<file path="config.mk">
export PLATFORM = sky130hd
export DESIGN_NAME = fun_inv_flat
export DESIGN_NICKNAME = d
export VERILOG_FILES = /design/src/rtl/fun_inv_if.sv /design/src/rtl/fun_inv.sv /design/src/flat_wrapper.sv
export SDC_FILE = /design/constraint.sdc
export NUM_CORES = 1
export LEC_CHECK = 0
export ABC_AREA = 0
export CORE_UTILIZATION = 45
export DETAILED_ROUTE_END_ITERATION = 10
export GPL_TIMING_DRIVEN = 0
export HOLD_SLACK_MARGIN = 0.1
export SLEW_MARGIN = 10
export SYNTH_ARGS = -nofsm -noshare
export SYNTH_HDL_FRONTEND = slang
export SYNTH_SLANG_ARGS = --single-unit
</file>
<file path="constraint.sdc">
create_clock -name clk_i -period 5 [get_ports clk_i]
set_input_delay 1.25 -clock clk_i [delete_from_list [all_inputs] [get_ports clk_i]]
set_output_delay 1.25 -clock clk_i [all_outputs]
set_load 0.05 [all_outputs]
</file>
<file path="src/rtl/fun_inv_if.sv">
// fun_inv_if -- request/result bundle for the fun_inv inverse evaluator.
//
// Handshake: start_i is a request qualified by busy_o. A request is
// accepted on the rising edge where start_i = 1 and busy_o = 0. That
// edge also captures a_bi and y_bi. While busy_o = 1, start_i is ignored
// and never queued. b_bo and err_o are valid from the first cycle busy_o
// is low again, and they hold until the next completion.
//
// Signals:
//   start_i    request (master -> slave)
//   a_bi       operand a, unsigned 8-bit (master -> slave)
//   y_bi       operand y, unsigned 8-bit (master -> slave)
//   busy_o     computation in progress (slave -> master)
//   b_bo       result b, unsigned 8-bit, registered (slave -> master)
//   err_o      result out of range, registered (slave -> master)
//   state_dbg  FSM state, for observation only (slave -> master)
interface fun_inv_if;
    logic       start_i;
    logic [7:0] a_bi;
    logic [7:0] y_bi;
    logic       busy_o;
    logic [7:0] b_bo;
    logic       err_o;
    logic [2:0] state_dbg;

    modport master (
        output start_i, a_bi, y_bi,
        input  busy_o, b_bo, err_o, state_dbg
    );

    modport slave (
        input  start_i, a_bi, y_bi,
        output busy_o, b_bo, err_o, state_dbg
    );
endinterface

</file>
<file path="src/rtl/fun_inv.sv">
// fun_inv -- inverse of y = sqrt(a + cbrt(b)): computes b = (y*y - a)^3.
//
// The datapath is sequential shift-add:
//   SQ     (8 cycles) sq = y*y, one multiplier bit per cycle, LSB first
//   CHK    (1 cycle)  underflow / overflow test, d = sq - a
//   CUBE_A (3 cycles) p = d*d
//   CUBE_B (3 cycles) c = p*d
//   DONE   (1 cycle)  load b_bo / err_o
// Underflow (sq < a) gives b = 0 with err = 1. d > 6 gives b = 255 with
// err = 1. Otherwise b = d^3 and err = 0.
//
// Ports:
//   clk_i  clock, rising edge
//   rst_i  asynchronous reset, active low
//   bus    fun_inv_if.slave (start_i, a_bi, y_bi, busy_o, b_bo, err_o, state_dbg)
//
// Build option:
//   FUN_INV_EARLY_EXIT_EN  when defined, CHK jumps straight to DONE on an
//                          error result (10-cycle latency instead of 16).
//                          Results are identical in both builds.
module fun_inv (
    input  logic      clk_i,
    input  logic      rst_i,
    fun_inv_if.slave  bus
);

    typedef enum logic [2:0] {
        S_IDLE   = 3'd0,
        S_SQ     = 3'd1,
        S_CHK    = 3'd2,
        S_CUBE_A = 3'd3,
        S_CUBE_B = 3'd4,
        S_DONE   = 3'd5
    } state_t;

    state_t      state;
    state_t      state_next;
    logic [2:0]  cnt;
    logic [7:0]  a_r;
    logic [7:0]  y_r;
    logic [15:0] sq_r;
    logic [2:0]  d_r;
    logic [5:0]  p_r;
    logic [7:0]  c_r;
    logic        err_r;
    logic [7:0]  sat_r;
    logic [7:0]  b_r;
    logic        err_out_r;

    // CHK-cycle arithmetic, evaluated from the finished square.
    logic [15:0] diff;
    logic        underflow;
    logic        overflow;
    logic        chk_err;

    assign underflow = (sq_r < {8'h00, a_r});
    assign diff      = sq_r - {8'h00, a_r};
    assign overflow  = !underflow && (diff > 16'd6);
    assign chk_err   = underflow || overflow;

    // State register
    always_ff @(posedge clk_i or negedge rst_i) begin
        if (!rst_i) begin
            state <= S_IDLE;
        end else begin
            state <= state_next;
        end
    end

    // Next-state logic
    always_comb begin
        state_next = state;
        case (state)
            S_IDLE:   if (bus.start_i) state_next = S_SQ;
            S_SQ:     if (cnt == 3'd7) state_next = S_CHK;
`ifdef FUN_INV_EARLY_EXIT_EN
            S_CHK:    state_next = chk_err ? S_DONE : S_CUBE_A;
`else
            S_CHK:    state_next = S_CUBE_A;
`endif
            S_CUBE_A: if (cnt == 3'd2) state_next = S_CUBE_B;
            S_CUBE_B: if (cnt == 3'd2) state_next = S_DONE;
            S_DONE:   state_next = S_IDLE;
            default:  state_next = S_IDLE;
        endcase
    end

    // Outputs
    always_comb begin
        bus.busy_o    = (state != S_IDLE);
        bus.state_dbg = state;
        bus.b_bo      = b_r;
        bus.err_o     = err_out_r;
    end

    // Datapath
    always_ff @(posedge clk_i or negedge rst_i) begin
        if (!rst_i) begin
            cnt       <= 3'd0;
            a_r       <= 8'd0;
            y_r       <= 8'd0;
            sq_r      <= 16'd0;
            d_r       <= 3'd0;
            p_r       <= 6'd0;
            c_r       <= 8'd0;
            err_r     <= 1'b0;
            sat_r     <= 8'd0;
            b_r       <= 8'd0;
            err_out_r <= 1'b0;
        end else begin
            // The step counter restarts at every state change, so each
            // multi-cycle phase sees 0,1,2,... as its bit index.
            if (state == S_IDLE || state_next != state) begin
                cnt <= 3'd0;
            end else begin
                cnt <= cnt + 3'd1;
            end

            case (state)
                S_IDLE: begin
                    if (bus.start_i) begin
                        a_r  <= bus.a_bi;
                        y_r  <= bus.y_bi;
                        sq_r <= 16'd0;
                    end
                end
                S_SQ: begin
                    if (y_r[cnt]) sq_r <= sq_r + ({8'h00, y_r} << cnt);
                end
                S_CHK: begin
                    err_r <= chk_err;
                    sat_r <= underflow ? 8'd0 : 8'd255;
                    // With an error the cube phases run on zero. Only the
                    // saturated value is used in that case.
                    d_r   <= chk_err ? 3'd0 : diff[2:0];
                    p_r   <= 6'd0;
                    c_r   <= 8'd0;
                end
                S_CUBE_A: begin
                    if (d_r[cnt[1:0]]) p_r <= p_r + ({3'b000, d_r} << cnt);
                end
                S_CUBE_B: begin
                    if (d_r[cnt[1:0]]) c_r <= c_r + ({2'b00, p_r} << cnt);
                end
                S_DONE: begin
                    b_r       <= err_r ? sat_r : c_r;
                    err_out_r <= err_r;
                end
                default: ;
            endcase
        end
    end

endmodule

</file>
<file path="src/flat_wrapper.sv">
// flat-port wrapper written by rule: the top's interface ports become plain ports
module fun_inv_flat 
  (clk_i, rst_i, bus_start_i, bus_a_bi, bus_y_bi, bus_busy_o, bus_b_bo, bus_err_o, bus_state_dbg);
  fun_inv_if bus_i ();
  input  logic clk_i;
  input  logic rst_i;
  input wire logic [$bits(bus_i.start_i)-1:0] bus_start_i;
  input wire logic [$bits(bus_i.a_bi)-1:0] bus_a_bi;
  input wire logic [$bits(bus_i.y_bi)-1:0] bus_y_bi;
  output wire logic [$bits(bus_i.busy_o)-1:0] bus_busy_o;
  output wire logic [$bits(bus_i.b_bo)-1:0] bus_b_bo;
  output wire logic [$bits(bus_i.err_o)-1:0] bus_err_o;
  output wire logic [$bits(bus_i.state_dbg)-1:0] bus_state_dbg;
  assign bus_i.start_i = bus_start_i;
  assign bus_i.a_bi = bus_a_bi;
  assign bus_i.y_bi = bus_y_bi;
  assign bus_busy_o = bus_i.busy_o;
  assign bus_b_bo = bus_i.b_bo;
  assign bus_err_o = bus_i.err_o;
  assign bus_state_dbg = bus_i.state_dbg;
  fun_inv u_core (.clk_i(clk_i), .rst_i(rst_i), .bus(bus_i));
endmodule
</file>
# Word-level counts from Yosys, hierarchy flattened
# Index checks and enable logic that the tools add are counted.
dict set report op_classes {
  add_sub_neg 5
  n_lt_le_gt_ge 4
  eq_ne 12
  shifts 3
  n_mux 20
  reduce_logical 13
}
# cell n
set ops {}
lappend ops {{$mux W16} 2}
lappend ops {{$pmux W16 S2} 1}
lappend ops {{$mux W8} 3}
lappend ops {{$mux W3} 6}
lappend ops {{$add A16 B16 Y16} 1}
lappend ops {{$gt A16 B3 Y1 const B} 1}
lappend ops {{$lt A16 B8 Y1} 1}
lappend ops {{$pmux W8 S2} 1}
lappend ops {{$shl A8 B3 Y16} 1}
lappend ops {{$sub A16 B8 Y16} 1}
lappend ops {{$pmux W3 S5} 1}
lappend ops {{$pmux W6 S2} 1}
lappend ops {{$eq A3 B2 Y1 const B} 3}
lappend ops {{$eq A3 B3 Y1 const B} 3}
lappend ops {{$add A8 B8 Y8} 1}
lappend ops {{$shl A6 B3 Y8} 1}
lappend ops {{$add A6 B6 Y6} 1}
lappend ops {{$mux W6} 1}
lappend ops {{$ne A2 B1 Y1 const B} 3}
lappend ops {{$reduce_and A2 Y1} 3}
lappend ops {{$reduce_bool A2 Y1} 3}
lappend ops {{$shl A3 B3 Y6} 1}
lappend ops {{$lt A3 B4 Y1 const B} 1}
lappend ops {{$add A3 B1 Y3 const B} 1}
lappend ops {{13 further kinds} 15}
dict set report totals {
  reg_bits 73
  output_inout_bits 13
}

# Longest topological paths before layout
dict set report logic_depth {
  word_depth 6
  depth_mapped 15
  depth_no_buf 13
}

# Worst setup path after synthesis
# No wires, ideal clock.
dict set report synth_path {
  path_type {reg-to-reg}
  from {reg u_core.cnt[0]}
  to {reg u_core.sq_r[15]}
  arrival_time_ns 2.979
  t_required_ns 4.869
  path_slack_ns 1.890
  path_stages_with_launch 14
  path_buffers 3
  synth_period_minus_slack_ns 3.110
  cell_sequence {dfrtp_1 -> buf_4 -> buf_2 -> buf_1 -> mux2i_1 -> nor3_1 -> ha_1 -> a211oi_2 -> o21bai_1 -> or4_4 -> a211oi_4 -> or2b_1 -> a211oi_1 -> mux2i_1}
}
dict set report synth_via {
  elab_chain_len 4
  elab_cells_between_ends 8
  cone_classes {add/sub: 1; eq/ne: 1; shift: 1; mux: 4; reduce/logical: 1}
}
# element line_no
set synth_rtl {}
lappend synth_rtl {{start, declared} fun_inv.sv:38} ;# logic [2:0] cnt;
lappend synth_rtl {{start signal, assigned} fun_inv.sv:116} ;# cnt <= cnt + 3'd1;
lappend synth_rtl {{$shl A8 B3 Y16 / $bmux W1 S3 (equally long branches)} fun_inv.sv:128} ;# if (y_r[cnt]) sq_r <= sq_r + ({8'h00, y_r} << cnt);
lappend synth_rtl {{$add A16 B16 Y16 / $mux W1 (equally long branches)} fun_inv.sv:128}
lappend synth_rtl {{$mux W16 / $ne A2 B1 Y1 (equally long branches)} -}
lappend synth_rtl {{$pmux W16 S2 / $reduce_and A3 Y1 (equally long branches)} -}
lappend synth_rtl {{end signal, assigned} fun_inv.sv:128}
lappend synth_rtl {{end, declared} fun_inv.sv:41} ;# logic [15:0] sq_r;
# Parallel ways exist; a longest one is shown, timed or not. The select of a mux whose other input is x is not followed.
# A chain may end at the register's enable or synchronous reset.

# Worst setup path after layout
dict set report layout_path {
  from {reg u_core.cnt[1]}
  to {reg u_core.sq_r[8]}
}
# The elaborated chain is that of the path after synthesis.

==> reports/results.ini <==
[job]
drv_cap=0

[timing]
period_share_pct=75.3
setup_tns_ns=0
finalHoldViolations=0
rsz0062_at_grt=false
worst_pin_slew_ns=0.561
setup_viol=0
fin_worst_skew_ns=0.0123
period_minus_slack_ns=3.77
finalMaxSlewViolations=0
fmax_ghz=0.265
slew_headroom_pct=62.6
fin_ws_ns=1.23

[worst_setup_path]
crit_required_ns=5.22
start_kind=register
rrSetupSlack_ns=1.23
criticalPathCategory=register to register
crit_path_end_kind=register
critPathMaxFanout=10
cp.arrival_ns=3.99

[floorplan]
die_area_sq_um=11200
placementRows=37
ios=32
start_util_pct=46.8
die_h_um=106
core_sq_um=10400
die-width_um=106

[clock_tree]
ctsHoldBuffers=0
cts_tree=done
htree_levels=3
cts_buffers=9
postCtsSetupBuffers=0
clock_latency_ns=0.36
clockBufferDepth=2
cts-root-buf=clkbuf_8
cts_sinks=66
cts.repair.resized=0
cts.clk_slew.worst_paths_ns=0.08

[layout]
mostFrequentLayoutCells=66 x dfrtp_1, 48 x nand2_1, 40 x o21ai_0
drive_gt1_share_pct=10.3
layout_commonest_cell=dfrtp_1
regArea_sq_um=1650
syn2layout_area_growth_pct=14.5
multi_input_area_sq_um=3030
fin_nets=638
final_area_sq_um=5560
nFillCells=982
antenna_cells=0

[synthesis]
synth_area_leaders=dfrtp_1 34%, ha_1 9.8%, mux2_2 5.1%, o21ai_0 4.1%, a21oi_1 3.7%
synth_compound_area_share_pct=21.4
synth.distinct_cells=64
seq_area_frac_synth_pct=34.0
synthXorXnorAreaFrac_pct=4.69
synth_nets=595
ys_warn_count=0
synthCells=534
synth-main-ff-cell=dfrtp_1
synth_top_area_share_pct=34.0
synth-simple-area-share_pct=15.4
synth_fa_ha_area_share_pct=11.4
syn_avg_cell_area_sq_um=9.09
synth_top_family_by_area=compound AO/OA/AOI/OAI gates
synthArstFlopShare_pct=100
syn_area_sq_um=4850
yosysTopAreaCell=dfrtp_1
synth.mux.area_fraction_pct=9.56
synth_seq_cells=66
synth_edf_count=0

[grt]
grt_pass1_wl_um=20400
grt_max_degree=35
overflow=0
grt_pass1_vias=4080
grt_usage_pct=23.3
antenna_found_initial=0

[power]
vdd_ir_drop_max_uv=301
p_leak_nw=2.50
powerDensity_nw_per_um2=666

[drt]
ant_nets=0
drc_errors=0
drt-initial-drc-count=242
wl_per_cell_um=17.0
wl_um=12200
drt_pass1_iterations=4
vias=4135
avgViaCountPerCell=5.76

[placed_design]
place_congestion=0.906
dp_hpwl_um=9460
portBuffers=31
place_ws_ns=1.34
placed_area_sq_um=5350

[outcome]
outcome=finished clean

[hold_path]
hold_path_class=register to register

-- where the power goes --
part           switching [W]  internal, W
clock network       0.000224     0.000243
logic                0.00142     0.000936
registers           0.000158     0.000716
-- routing by layer --
layer  vias up  wire, um  part of all wire [%]  GRT usage, %
li1       2038         -                     -             -
met1      1983      5760                    47          30.7
met2        97      5800                    47          39.0
met3        17       459                   3.8          3.96
met4         0       207                   1.7          6.94
met5         -         0                     0             0
-- worst max-delay path, cell delays in order, from the launching register on --
cell and delay [ns]:
dfrtp_1 0.37, buf_2 0.24, buf_2 0.30, clkbuf_1 0.43, nor3_1 0.18, and2_1 0.21
ha_1 0.24, fa_1 0.45, a211oi_1 0.35, o21ai_1 0.16, o211ai_1 0.17, nand2b_1 0.10
a21oi_1 0.19, xor2_1 0.16, o21ai_0 0.09
-- final timing paths --
path,start,endpoint,cells after the start
worst max-delay path,u_core.cnt[1],u_core.sq_r[8],14
worst min-delay path,u_core.bus.err_o,u_core.bus.err_o,2
worst max register to register,u_core.cnt[1],u_core.sq_r[8],14
worst min register to register,u_core.bus.err_o,u_core.bus.err_o,2
max in group asynchronous,rst_i,u_core.a_r[0],2
min in group asynchronous,rst_i,u_core.bus.b_bo[0],1
-- sequential cells by signal, summed over array words and instances, names as in the netlist --
| name | cells |
|---|---|
| u_core.a_r | 8 |
| u_core.bus.b_bo | 8 |
| u_core.bus.err_o | 1 |
| u_core.bus.state_dbg | 3 |
| u_core.c_r | 8 |
| u_core.cnt | 3 |
| u_core.d_r | 3 |
| u_core.err_r | 1 |
| u_core.p_r | 6 |
| u_core.sat_r | 1 |
| u_core.sq_r | 16 |
| u_core.y_r | 8 |
-- cell families (layout without fill, tap and decap cells) --
group	count (synthesis)	count (layout)
AOI/OAI and AO/OA	162	162
xor gates and xnor gates	26	26
adders and majority gates	42	42
buffers and inverters	42	90
DFF	66	66
muxes	41	41
and+or+nand+nor	155	155
-- final cells by class --
class                           instances  area share (%)
Clock buffer                           10            2.48
Sequential cell                        66            29.7
Inverter                               18            1.22
Tap cell                              136            3.06
Timing Repair Buffer                   32            5.90
Multi-Input combinational cell        426            54.6
Clock inverter                          6            1.19
Buffer                                 24            1.85
-- cell usage after synthesis (6+ instances only) --
| master | n |
|---|---|
| dfrtp_1 | 66 |
| nand2_1 | 48 |
| o21ai_0 | 40 |
| ha_1 | 38 |
| a21oi_1 | 36 |
| nor2_1 | 35 |
| nand3_1 | 24 |
| mux2_2 | 22 |
| mux2i_1 | 16 |
| inv_1 | 15 |
| o21ai_1 | 13 |
| xnor2_1 | 13 |
| xor2_1 | 13 |
| a21o_1 | 11 |
| clkbuf_1 | 11 |
| a22o_1 | 10 |
| nand2b_1 | 10 |
| nor3_1 | 9 |
| a211oi_1 | 7 |
| buf_2 | 7 |
| and2_1 | 6 |
| o22ai_1 | 6 |
-- stage by stage --
step           hold WS (ns)  std cells  util [%]  power (W)
2_1_floorplan         0.470        534         -    0.00261
3_3_place_gp          0.465        701      51.4    0.00316
3_5_place_dp          0.470        702      51.6    0.00321
4_1_cts               0.486        718      53.6    0.00370
5_1_grt               0.521        718      53.6    0.00399
6_report              0.481        718      53.6    0.00370
Power figures use the tool's default switching activity.
